==> src/rtl/video_cfg_commit_ctrl.sv <==
// Frame-synchronous configuration scheduler: host stages address/data pairs in a FIFO,
// and the staged writes are replayed on an Avalon master only inside vertical blanking.
module video_cfg_commit_ctrl #(
   parameter int DEPTH = 8,
   parameter int AW    = 1,
   parameter int DW    = 32
) (
   input  logic          clk,
   input  logic          rst,
   input  logic [1:0]    avs_address,
   input  logic          avs_write,
   input  logic [31:0]   avs_writedata,
   input  logic          avs_read,
   output logic [31:0]   avs_readdata,
   input  logic          frame_start,
   input  logic          frame_end,
   output logic [AW-1:0] avm_address,
   output logic          avm_write,
   output logic [DW-1:0] avm_writedata,
   output logic          commit_done
);

   localparam int PW = $clog2(DEPTH);
   localparam int CW = PW + 1;
   localparam int EW = AW + DW;

   typedef enum logic [1:0] {
      IDLE  = 2'd0,
      ARMED = 2'd1,
      DRAIN = 2'd2
   } state_t;

   state_t        state;
   logic [EW-1:0] mem [DEPTH];
   logic [PW-1:0] wr_ptr;
   logic [PW-1:0] rd_ptr;
   logic [CW-1:0] count;
   logic          overflow;
   logic [AW-1:0] addr_latch;

   logic push_req, push_ok, pop, ctrl_wr, flush, arm, full, empty;
   logic [31:0] status_word;

   // Avalon slave: a write/read strobe is accepted in the cycle it is high (no waitrequest);
   // read data appears exactly one cycle after avs_read. The master side has no backpressure.
   always_comb begin
      full        = (count == CW'(DEPTH));
      empty       = (count == '0);
      ctrl_wr     = avs_write && (avs_address == 2'd2);
      push_req    = avs_write && (avs_address == 2'd1);
      flush       = ctrl_wr && avs_writedata[1] && (state != DRAIN);
      arm         = ctrl_wr && avs_writedata[0] && !avs_writedata[1] && (state == IDLE);
      pop         = !flush && !empty && !frame_start &&
                    (((state == ARMED) && frame_end) || (state == DRAIN));
      push_ok     = push_req && (!full || pop);
      status_word = {19'd0, empty, full, overflow, (state == DRAIN), (state == ARMED), 8'(count)};
   end

   // Storage has no reset: only entries between rd_ptr and wr_ptr are ever read.
   always_ff @(posedge clk) begin
      if (push_ok) mem[wr_ptr] <= {addr_latch, avs_writedata[DW-1:0]};
   end

   always_ff @(posedge clk or posedge rst) begin
      if (rst) begin
         wr_ptr     <= '0;
         rd_ptr     <= '0;
         count      <= '0;
         overflow   <= 1'b0;
         addr_latch <= '0;
      end else begin
         if (avs_write && (avs_address == 2'd0)) addr_latch <= avs_writedata[AW-1:0];
         if (push_req && full && !pop) overflow <= 1'b1;
         else if (ctrl_wr && avs_writedata[2]) overflow <= 1'b0;
         if (flush) begin
            wr_ptr <= '0;
            rd_ptr <= '0;
            count  <= '0;
         end else begin
            if (push_ok) wr_ptr <= wr_ptr + PW'(1);
            if (pop)     rd_ptr <= rd_ptr + PW'(1);
            count <= count + CW'(push_ok) - CW'(pop);
         end
      end
   end

   always_ff @(posedge clk or posedge rst) begin
      if (rst) begin
         state         <= IDLE;
         avm_write     <= 1'b0;
         avm_address   <= '0;
         avm_writedata <= '0;
         commit_done   <= 1'b0;
      end else begin
         commit_done <= 1'b0;
         avm_write   <= pop;
         if (pop) {avm_address, avm_writedata} <= mem[rd_ptr];
         case (state)
            IDLE: begin
               if (arm) state <= ARMED;
            end
            ARMED: begin
               if (flush) state <= IDLE;
               // A frame_end coinciding with frame_start leaves no blanking window.
               else if (frame_end && !frame_start) begin
                  if (empty) begin
                     commit_done <= 1'b1;
                     state       <= IDLE;
                  end else begin
                     state <= DRAIN;
                  end
               end
            end
            DRAIN: begin
               if (frame_start) state <= ARMED;
               else if (empty) begin
                  commit_done <= 1'b1;
                  state       <= IDLE;
               end
            end
            default: state <= IDLE;
         endcase
      end
   end

   always_ff @(posedge clk or posedge rst) begin
      if (rst) begin
         avs_readdata <= '0;
      end else if (avs_read && (avs_address == 2'd3)) begin
         avs_readdata <= status_word;
      end else begin
         avs_readdata <= '0;
      end
   end

endmodule

==> config.mk <==
export PLATFORM = sky130hd
export DESIGN_NAME = video_cfg_commit_ctrl
export DESIGN_NICKNAME = d
export VERILOG_FILES = /design/src/rtl/video_cfg_commit_ctrl.sv
export SDC_FILE = /design/constraint.sdc
export NUM_CORES = 1
export LEC_CHECK = 0
export CAP_MARGIN = 20
export CORE_ASPECT_RATIO = 0.5
export CORE_MARGIN = 2
export CORE_UTILIZATION = 42
export DETAILED_ROUTE_END_ITERATION = 8
export PLACE_DENSITY = 0.7
export SYNTH_ARGS = -nofsm -noshare
export SYNTH_HDL_FRONTEND = slang
export SYNTH_SLANG_ARGS = --single-unit
==> constraint.sdc <==
create_clock -name clk -period 14.4 [get_ports clk]
set_input_delay 2.88 -clock clk [delete_from_list [all_inputs] [get_ports clk]]
set_output_delay 2.88 -clock clk [all_outputs]
set_load 0.02 [all_outputs]
# ---- Word-level counts from Yosys, hierarchy flattened
# Memory sizes are Yosys's and may differ from the RTL's. A register that Yosys moved wholly into a read port is not among the register bits.
# Cells that the tools add are included.
dict set report word_totals {
  regBits 48
  ram_bits 264
  inputBits 40
  out_inout_bits 67
  memories 1
}
# name words word_bits read_ports rd_clocked_by_memory_dff wr line
set mem_list {}
lappend mem_list {mem 8 33 1 1 1 34} ;# logic [EW-1:0] mem [DEPTH];
dict set report classes {
  n_addsub 4
  eq_ne 10
  muxes 22
  reduce_logical 33
}
# cell n
set op_table {}
lappend op_table {{logical AND 1 bit} 18}
lappend op_table {{two-way mux 13 bit} 1}
lappend op_table {{two-way mux 2 bit} 6}
lappend op_table {{two-way mux 3 bit} 4}
lappend op_table {{two-way mux 1 bit} 8}
lappend op_table {{adder 3 x 1 -> 3 bit (second input constant)} 2}
lappend op_table {{equality test 2 bit (second input constant)} 3}
lappend op_table {{zero test 1 bit} 6}
lappend op_table {{case mux 2 bit (3 select lines)} 1}
lappend op_table {{nonzero test 2 bit} 3}
lappend op_table {{adder 4 x 1 -> 4 bit} 1}
lappend op_table {{equality test 2 x 1 -> 1 bit (second input constant)} 2}
lappend op_table {{equality test 4 bit (second input constant)} 1}
lappend op_table {{zero test 2 bit} 2}
lappend op_table {{zero test 4 bit} 1}
lappend op_table {{two-way mux 4 bit} 1}
lappend op_table {{!= test 2 bit (second input constant)} 2}
lappend op_table {{subtractor 4 x 1 -> 4 bit} 1}
lappend op_table {{!= test 3 x 2 -> 1 bit (second input constant)} 1}
lappend op_table {{!= test 3 bit (second input constant)} 1}
lappend op_table {{AND reduction 3 bit} 1}
lappend op_table {{logical OR 1 bit} 2}
lappend op_table {{case mux 1 bit (2 select lines)} 1}

# ---- Longest topological paths before layout
dict set report logic_depth {
  ltp_word 13
  depth_mapped 14
  depth_no_buf 13
}

# ---- Worst setup path after synthesis
# Ideal clock, no wire load.
dict set report synth_timing {
  path_type {input to register}
  start {in avs_address[1]}
  end {mem mem[3][0] (netlist name) (enable)}
  arrival_ns 7.217
  required_ns 13.882
  slack_ns 6.665
  cell_stages 5
  path_cell_list {and3b_1 -> a311oi_1 -> a21oi_1 -> buf_2 -> nor4b_1}
}
dict set report synth_between {
  elab_chain_cells 12
  word_cells_on_any_way 14
}
# element line
set synth_rtl {}
lappend synth_rtl {{from (decl)} 10} ;# input logic [1:0] avs_address,
lappend synth_rtl {{equality test 2 bit} 49} ;# ctrl_wr = avs_write && (avs_address == 2'd2);
lappend synth_rtl {{logical AND 1 bit} 49}
lappend synth_rtl {{logical AND 1 bit (2 in series)} 51} ;# flush = ctrl_wr && avs_writedata[1] && (state != DRAIN);
lappend synth_rtl {{zero test 1 bit} 53} ;# pop = !flush && !empty && !frame_start &&
lappend synth_rtl {{logical AND 1 bit (3 in series)} 53}
lappend synth_rtl {{logical OR 1 bit} 55} ;# push_ok = push_req && (!full || pop);
lappend synth_rtl {{logical AND 1 bit *} 55}
lappend synth_rtl {{two-way mux 1 bit *} 61} ;# if (push_ok) mem[wr_ptr] <= {addr_latch, avs_writedata[DW-1:0]};
lappend synth_rtl {{two-way mux 1 bit (implied by the code) *} 61}
lappend synth_rtl {{to (decl)} 34}
# Every way passes the cells marked *; elsewhere a longest branch is shown, timed or not.

# ---- Worst setup path in the final report
dict set report layout_timing {
  start {in avs_writedata[1]}
  end {reg count[2]}
}
dict set report layout_between {
  elab_chain_cells 11
}
# element line
set layout_rtl {}
lappend layout_rtl {{from (decl)} 12} ;# input logic [31:0] avs_writedata,
lappend layout_rtl {{logical AND 1 bit * (2 in series)} 51}
lappend layout_rtl {{zero test 1 bit *} 53}
lappend layout_rtl {{logical AND 1 bit * (3 in series)} 53}
lappend layout_rtl {{net pop} 41} ;# logic push_req, push_ok, pop, ctrl_wr, flush, arm, full, empty;
lappend layout_rtl {{logical OR 1 bit} 55}
lappend layout_rtl {{logical AND 1 bit} 55}
lappend layout_rtl {{adder 4 x 1 -> 4 bit} 82} ;# count <= count + CW'(push_ok) - CW'(pop);
lappend layout_rtl {{subtractor 4 x 1 -> 4 bit *} 82}
lappend layout_rtl {{two-way mux 4 bit *} 75} ;# if (flush) begin
lappend layout_rtl {{to (signal assigned)} 82}
lappend layout_rtl {{to (decl)} 37} ;# logic [CW-1:0] count;
# The timed path passes the listed nets; every way through them passes the cells marked *.
# A chain may end at the register's enable or synchronous reset.

==> flow_summary.yaml <==
drt:
  routed_wl_mm: 23.3
  avgRoutedWirePerCell_um: 20.8
  dr_total_vias: 5826
  drtIter0Drc: 452
  routed_via_density: 5.21
  post-route-drc-count: 0
  postRouteAntennaNets: 0
  firstDrtPassIters: 4
synth:
  synthMuxAreaShare: 0.181
  synth_top_family_by_area: "multiplexers"
  synth_area_leader_cell: "edfxtp_1"
  synth_warnings: 0
  netlist_top_cells_area: "edfxtp_1, mux4_2, dfrtp_1, mux2_2, buf_4"
  synth-compound-area-share: 0.00583
  synth_edf_count: 264
  syn_avg_cell_area_um2: 21.0
  synthAdderAreaFrac: 0.0134
  yosysUniqueCellTypes: 38
  syn_inst: 604
  synth_area_mm2: 0.0127
  synth_xor_area_frac: 0.00277
  synth_simple_gate_area_frac: 0.0234
  synth.yosys.seq_area_share: 0.741
  ys.flop_type: "edfxtp_1"
  synthArstFlopShare: 0.180
  yosysTopAreaCellShare: 0.626
  ys_ff_latch: 322
cts:
  cts.sinks: 322
  clock_latency_ns: 0.54
  cts_hold_buffers: 0
  htreeDepth: 1
  ctsLongestPathBuffers: 3
  cts_root_buffer: "clkbuf_16"
  cts_tree: "done"
  clkTransAtPathRegs_ns: 0.06
  numCtsBuffers: 29
  post_cts_buffers: 0
  cts-resized-gates: 0
die:
  coreArea_mm2: 0.0293
  ios: 107
  fp.dieArea_mm2: 0.0316
  start_util: 0.431
  core.rowCount: 44
  die_w_um: 250
  die_height_um: 127
cells_and_area:
  layout-drive-gt1-share: 0.290
  area_growth_pct: 17.5
  nets: 758
  diodes: 0
  instances_no_fill: 1119
sta:
  fin_skew_ns: 0.00897
  fin_crit_ns: 5.71
  setup_viol: 0
  relSlewSlack: 0.343
  rsz0062_at_grt: "no"
  fmax_ghz: 0.175
  slew_violations: 0
  hold_viol_final: 0
  worst_slew_pin_slew_ns: 0.982
  period_share: 0.397
  tns_ns: 0
pwr:
  p_per_area_mw_per_mm2: 187
  power_leakage_nw: 5.08
  peakVddDrop_v: 0.000111
global_routing:
  first_global_vias: 6221
  grt_start_max_net_pins: 59
  use_met2: 0.263
  grt_use_met3: 0.0201
  grt_usage: 0.151
  antenna_found_initial: 0
  grt_use_met1: 0.203
  grt_overflow: 0
  grt_pass1_wl_mm: 36.4
  grt_busiest_layer: "met2"
worst_setup_path:
  worstPathCellList: "clkdlybuf4s50_1 -> nand3_1 -> nand2_2 -> inv_1 -> ha_1 -> inv_1 -> ha_1 -> fa_1 -> xnor2_1 -> nor2_1"
  end_kind: "register"
  path_class: "input port to register"
  critPathMaxFanout: 35
  cp.arrival_ns: 6.14
  worst_path_max_delay_cell: "nand2_2"
  required_ns: 14.83
  max_stage_delay_ns: 0.83
  cp-start-kind: "input port"
placed_design:
  place.gp.congestion: 0.807
  io_buffers: 83
  hpwl_mm: 13.0
  placed_cells_incl_taps: 1065
job:
  cap_violations: 0
outcome:
  status: "completed"
hold_path:
  min-delay-path-class: "register to register"
## flip-flops by register name, summed over array words and instances (netlist names)
name and flops:
mem 264, rd_ptr 3, state 2, wr_ptr 3
addr_latch 1, commit_done 1, avm_address 1, count 4
avm_writedata 32, avs_readdata 9, overflow 1, avm_write 1
## area by class of cell
cell class,instances,area (µm²)
sequential,322,9380
timing repair buffer,96,928
multi-input combinational,240,3000
tap,391,489
inverter,16,60.1
clock buffer,42,865
fill,2258,14500
clock inverter,12,150
## layout by cell type (no fill, tap or decap), drive strengths merged
master,Yosys,layout
or3b,1,1
a21o,1,1
mux2,67,67
nand2b,2,2
dfrtp,58,58
clkinv,0,5
a32o,1,1
mux4,66,66
nand2,7,7
mux2i,5,5
a31oi,2,2
clkinvlp,0,2
and3,3,3
nor4,2,2
nor4b,3,3
buf,40,13
nor2,9,9
edfxtp,264,264
ha,12,12
and3b,1,1
a21oi,4,4
bufinv,0,3
and2,11,11
a311o,1,1
fa,1,1
nor3,6,6
nand3,2,2
nand3b,1,1
clkbuf,8,42
nor3b,3,3
clkdlybuf4s50,0,83
conb,1,23
inv,16,18
o21ai,1,1
xnor2,4,4
a311oi,1,1
## worst paths after layout
kind,start,slack (ns),cells after the start,to
worst min-delay path,overflow$_DFFE_PP0P_,0.50,1,avs_readdata[10]$_DFF_PP0_
max in group asynchronous,rst,10.88,3,rd_ptr[0]$_DFFE_PP0P_
min in group asynchronous,rst,2.90,3,avm_writedata[12]$_DFFE_PP0P_
worst min register to register,overflow$_DFFE_PP0P_,0.50,1,avs_readdata[10]$_DFF_PP0_
worst max-delay path,avs_writedata[1],8.69,10,count[2]$_DFF_PP0_
worst max register to register,count[2]$_DFF_PP0_,10.94,12,count[2]$_DFF_PP0_
## critical path: cells and delay by family
family        cells  cell delay [ns]
fa+ha+maj         3             0.92
simple gates      3             1.25
xor+xnor          1             0.17
buf+inv           3             0.93
## power breakdown
group	total [W]	internal [W]	leakage, nW	switching (W)
sequential	0.00120	0.00111	3.09	0.0000825
clock	0.000801	0.000472	0.500	0.000329
combinational	0.000779	0.000423	1.48	0.000357
total	0.00278	0.00201	5.08	0.000768
## synth_stat cells, drive strengths merged, types with 4 or more instances
master and instances:
dfrtp 58, ha 12, edfxtp 264, inv 16
a21oi 4, mux2i 5, nor3 6, mux4 66
xnor2 4, clkbuf 8, nand2 7, and2 11
mux2 67, buf 40, nor2 9
## cells by family after synthesis
| kind of cell | Yosys count |
|---|---|
| AND/OR/NAND/NOR | 51 |
| adder cells (fa/ha/maj) | 13 |
| buffers and inverters | 64 |
| flip-flops | 322 |
| multiplexers | 138 |
| XOR/XNOR | 4 |
| AO/OA/AOI/OAI | 11 |
| other | 1 |
## layer usage
layer	share of wire	routed length (µm)
met1	0.43	10000
met2	0.52	12000
met3	0.033	770
met4	0.020	472
met5	0	0
## per-stage QoR
stage                     total power (W)  utilization  instance area, µm²  hold WS (ns)  setup WS [ns]
after floorplan                   0.00178            -               12700         0.454           6.67
after global placement            0.00199        0.472               13900         0.475           8.24
after detailed placement          0.00201        0.472               13900         0.477           8.10
after CTS                         0.00281        0.507               14900         0.491           8.64
after global routing              0.00291        0.507               14900         0.515           8.39
final                             0.00278        0.507               14900         0.499           8.69
No activity file was read; power rests on OpenSTA's default activity.
==> variant 1, RTL diff (config.mk and constraints unchanged) <==
Change the parameter `DEPTH` from 8 to 16.
--- a/src/rtl/video_cfg_commit_ctrl.sv
+++ b/src/rtl/video_cfg_commit_ctrl.sv
@@ -1,7 +1,7 @@
 // Frame-synchronous configuration scheduler: host stages address/data pairs in a FIFO,
 // and the staged writes are replayed on an Avalon master only inside vertical blanking.
 module video_cfg_commit_ctrl #(
-   parameter int DEPTH = 8,
+   parameter int DEPTH = 16,
    parameter int AW    = 1,
    parameter int DW    = 32
 ) (
Check against the original RTL: no difference found for any inputs over 4 cycles, from zero or initial values and one cycle with rst high; that may be too few to reach the edited logic, so the function may still have changed.
==> variant 1 against the unedited design <==
  * Sequential power rose by 73%
  * Sequential cell count is 268 higher
  * Final cell count grew 72%
  * Setup slack lost 0.86 ns
  * Hold slack improved by 0.0061 ns
  * Area after synthesis up 83%
  * Final area is 79% higher
  * Combinational power up 44%
  * Synthesized cell count is 75% higher
  * Power grew 66%
  * Wire length rose by 91%
  * Highest routed layer unchanged
==> variant 1: results <==
timing:
  tightest_slew_ns: 1.179
synth:
  synth_cells: 1055
  synth_xor_area_share_pct: 0.1516
  async_flop_share_pct: 10.51
  synth-compound-area-share_pct: 0.5089
  ys_top_cells_by_count: "edfxtp_1, mux4_2, mux2i_1, dfrtp_1, mux2_2"
  ys_seq_area_share_pct: 75.32
  synth_fa_ha_area_share_pct: 0.8987
  synth_cell_type_count: 47
power_and_ir_drop:
  clk-power_w: 0.00141
  p_clk_share_pct: 30.5
  leakage_nw: 8.880
  p_int_w: 0.003369
finish:
  fin_nets: 1224
  instances_no_fill: 1925
  reg_top3: "mem x528, avm_writedata x32, avs_readdata x10"
route:
  drtIter0Drc: 824
  via_per_inst: 5.402
  routed-wl-met3_mm: 2.256
  wl_met1_mm: 19.19
  route.met2.wl_mm: 22.51
  routedWlPerCell_um: 23.11
  drt_first_pass_iters: 5
worst_setup_path:
  arrival_ns: 7.07
  crit_fanout: 34
  critical_path.reg2reg.startpoint: "state[0]"
clock_tree:
  numCtsBuffers: 52
  clk_latency_ns: 0.57
  htreeDepth: 2
global_route:
  grt_pass1_vias: 10840
  antenna_found_initial: 1
  grtUsageMet3_pct: 2.313
  grt_usage_pct: 15.84
  grt_pass1_wl_mm: 67.92
  met2_usage_pct: 27.09
  grt_util_met1_pct: 21.83
min_path:
  min_from: "avm_writedata[28]"
place:
  dp.cells: 1820
  gp_congestion: 0.7437
  placed_area_sq_um: 24690
  post-dp-hpwl_mm: 23.78
  portBuffers: 84
status:
  status: "completed"
==> variant 1: worst paths after layout <==
check                                         end  slack, ns  depth (start not counted)
worst max-delay path                     count[4]       7.83                         12
worst min-delay path            avm_writedata[28]       0.51                          1
worst max register to register           count[4]      10.30                         13
worst min register to register  avm_writedata[28]       0.51                          1
max in group asynchronous               rd_ptr[3]      10.84                          3
min in group asynchronous        avs_readdata[12]       2.89                          3
==> variant 1: worst max-delay path, stage by stage <==
cell and delay [ns]:
clkdlybuf4s50_1 0.88, or3b_1 0.59, nand2_2 0.82, inv_1 0.18
ha_1 0.34, inv_1 0.04, ha_1 0.20, fa_1 0.44
a21oi_1 0.16, nor2_1 0.06, or3_1 0.34, a21oi_1 0.15
==> variant 1: final cells by class <==
class	instances	area [sq um]
Clock buffer	67	1399
Multi-Input combinational cell	401	5333
Sequential cell	590	17420
Fill cell	4211	27490
Clock inverter	31	331.6
Inverter	14	53.80
Tap cell	713	892.1
Timing Repair Buffer	109	1141
==> variant 2, RTL diff (config.mk and constraints unchanged) <==
Without the edit above. Register the output `avm_writedata` once more, cleared by the reset; this adds one clock of latency there. The other outputs are not delayed to match.
--- a/src/rtl/video_cfg_commit_ctrl.sv
+++ b/src/rtl/video_cfg_commit_ctrl.sv
@@ -29,6 +29,8 @@
       ARMED = 2'd1,
       DRAIN = 2'd2
    } state_t;
+
+   logic [DW-1:0] avm_writedata_s0;
 
    state_t        state;
    logic [EW-1:0] mem [DEPTH];
@@ -89,12 +91,12 @@
          state         <= IDLE;
          avm_write     <= 1'b0;
          avm_address   <= '0;
-         avm_writedata <= '0;
+         avm_writedata_s0 <= '0;
          commit_done   <= 1'b0;
       end else begin
          commit_done <= 1'b0;
          avm_write   <= pop;
-         if (pop) {avm_address, avm_writedata} <= mem[rd_ptr];
+         if (pop) {avm_address, avm_writedata_s0} <= mem[rd_ptr];
          case (state)
             IDLE: begin
                if (arm) state <= ARMED;
@@ -133,5 +135,13 @@
       end
    end
 
+   always_ff @(posedge clk or posedge rst) begin
+      if (rst) begin
+         avm_writedata <= '0;
+      end else begin
+         avm_writedata <= avm_writedata_s0;
+      end
+   end
+
 endmodule
 
Check against the original RTL: not equivalent (a bounded check fails within 4 cycles, from zero or initial values and one cycle with rst high).
==> variant 2 against the unedited design <==
  * Final area is 5.1% higher
  * Wire length is 0.67% lower
  * Sequential cell count is 32 higher
  * Non-clock buffer count is 3 higher
  * Setup slack better by 0.31 ns
  * Sequential power is 9% higher
  * Area after synthesis is 5.2% higher
  * Power is 2.1% higher
==> variant 2: results <==
finish:
  reg_top3: "mem x264, avm_writedata x32, avm_writedata_s0 x32"
  fin_nets: 827
  antenna_cells: 0
  drive_gt1_share_pct: 18.52
global_route:
  met2_usage_pct: 25.30
  grt_pass1_vias: 6449
  antenna_found_initial: 0
  grt_max_degree: 73
  grt_util_met1_pct: 18.26
  grt_pass1_wl_mm: 36.31
  grt_usage_pct: 14.02
worst_setup_path:
  crit_fanout: 17
  max_stage_delay_ns: 0.58
  crit_family: "buffers and inverters"
  slowest_stage: "clkdlybuf4s50_1"
clock_tree:
  numCtsBuffers: 31
  clk_latency_ns: 0.56
route:
  drt_wl_total_mm: 23.14
  routedWlPerCell_um: 18.80
  via_per_inst: 4.980
  drtIter0Drc: 431
  drt_first_pass_iters: 5
power_and_ir_drop:
  leakage_nw: 5.364
  vdd_drop_max_uv: 105.4
place:
  dp.cells: 1171
  gp_congestion: 0.7463
timing:
  finalClockSkew_ns: 0.02033
  tightest_slew_ns: 0.9789
synth:
  async_flop_share_pct: 25.42
  synth_cell_type_count: 39
  ys_top_cells_by_count: "edfxtp_1, dfrtp_1, mux4_2, nor2_1, mux2i_1"
  ys_seq_area_share_pct: 76.39
status:
  status: "completed"
## variant 2: cell count changes in the layout (fill, tap and decap cells not counted), moves of 4 or more
cell      unedited run  this run
inv_1               15        11
a21oi_1              4        36
nand2_1              6        13
nor2_1               9        43
clkbuf_8             9         2
mux2i_1              5        39
mux2_2              67         1
clkbuf_1             4         8
dfrtp_1             56        87
## variant 2: final timing paths
check / slack (ns) / cells past startpoint / from / to
hold reg to reg: 0.37 / 0 / avm_writedata_s0[26] / avm_writedata[26]
setup / recovery: 8.99 / 6 / avs_writedata[1] / mem[5][26]
min in group asynchronous: 2.68 / 2 / rst / avm_writedata[6]
max in group asynchronous: 10.54 / 3 / rst / rd_ptr[0]
hold / removal: 0.37 / 0 / avm_writedata_s0[26] / avm_writedata[26]
setup reg to reg: 11.28 / 7 / state[0] / mem[5][26]
## variant 2: final cells by class
cell class                      instances  area, sq um
Clock buffer                           41        833.3
Timing Repair Buffer                   99        975.9
Sequential cell                       354        10190
Tap cell                              432        540.5
Fill cell                            2508        15780
Inverter                               12        47.55
Clock inverter                         17        171.4
Multi-Input combinational cell        276         2887
## variant 2: power breakdown
group	switching (W)	leakage (nW)	internal (W)
clock	0.000352	0.491	0.000462
sequential	0.0000768	3.42	0.00124
combinational	0.000362	1.46	0.000345
total	0.000790	5.36	0.00205
## variant 2: through the flow
stage          util, %  cell area [sq um]  setup slack (ns)
6_report         49.77              15640             8.995
5_1_grt          49.77              15640             8.784
4_1_cts          49.65              15600             8.887
3_5_place_dp     46.45              14600             8.312
3_3_place_gp     46.45              14600             8.374
2_1_floorplan        -              13410             7.067
## variant 2: cell families (layout without fill, tap and decap cells)
family	after synthesis	after routing	synth area share (%)
compound gates	46	46	2.056
flops	354	354	76.39
xor+xnor	2	2	0.1315
mux	106	106	14.17
buf+inv	63	169	2.930
fa+ha+maj	13	13	1.277
simple gates	86	86	3.014
other cells	1	23	0.02814
## variant 2: metal layers
layer / wire length, um / part of all wire [%]
met4: 385 / 1.7
met5: 0 / 0
met2: 11950 / 52
met1: 9765 / 42
met3: 1041 / 4.5
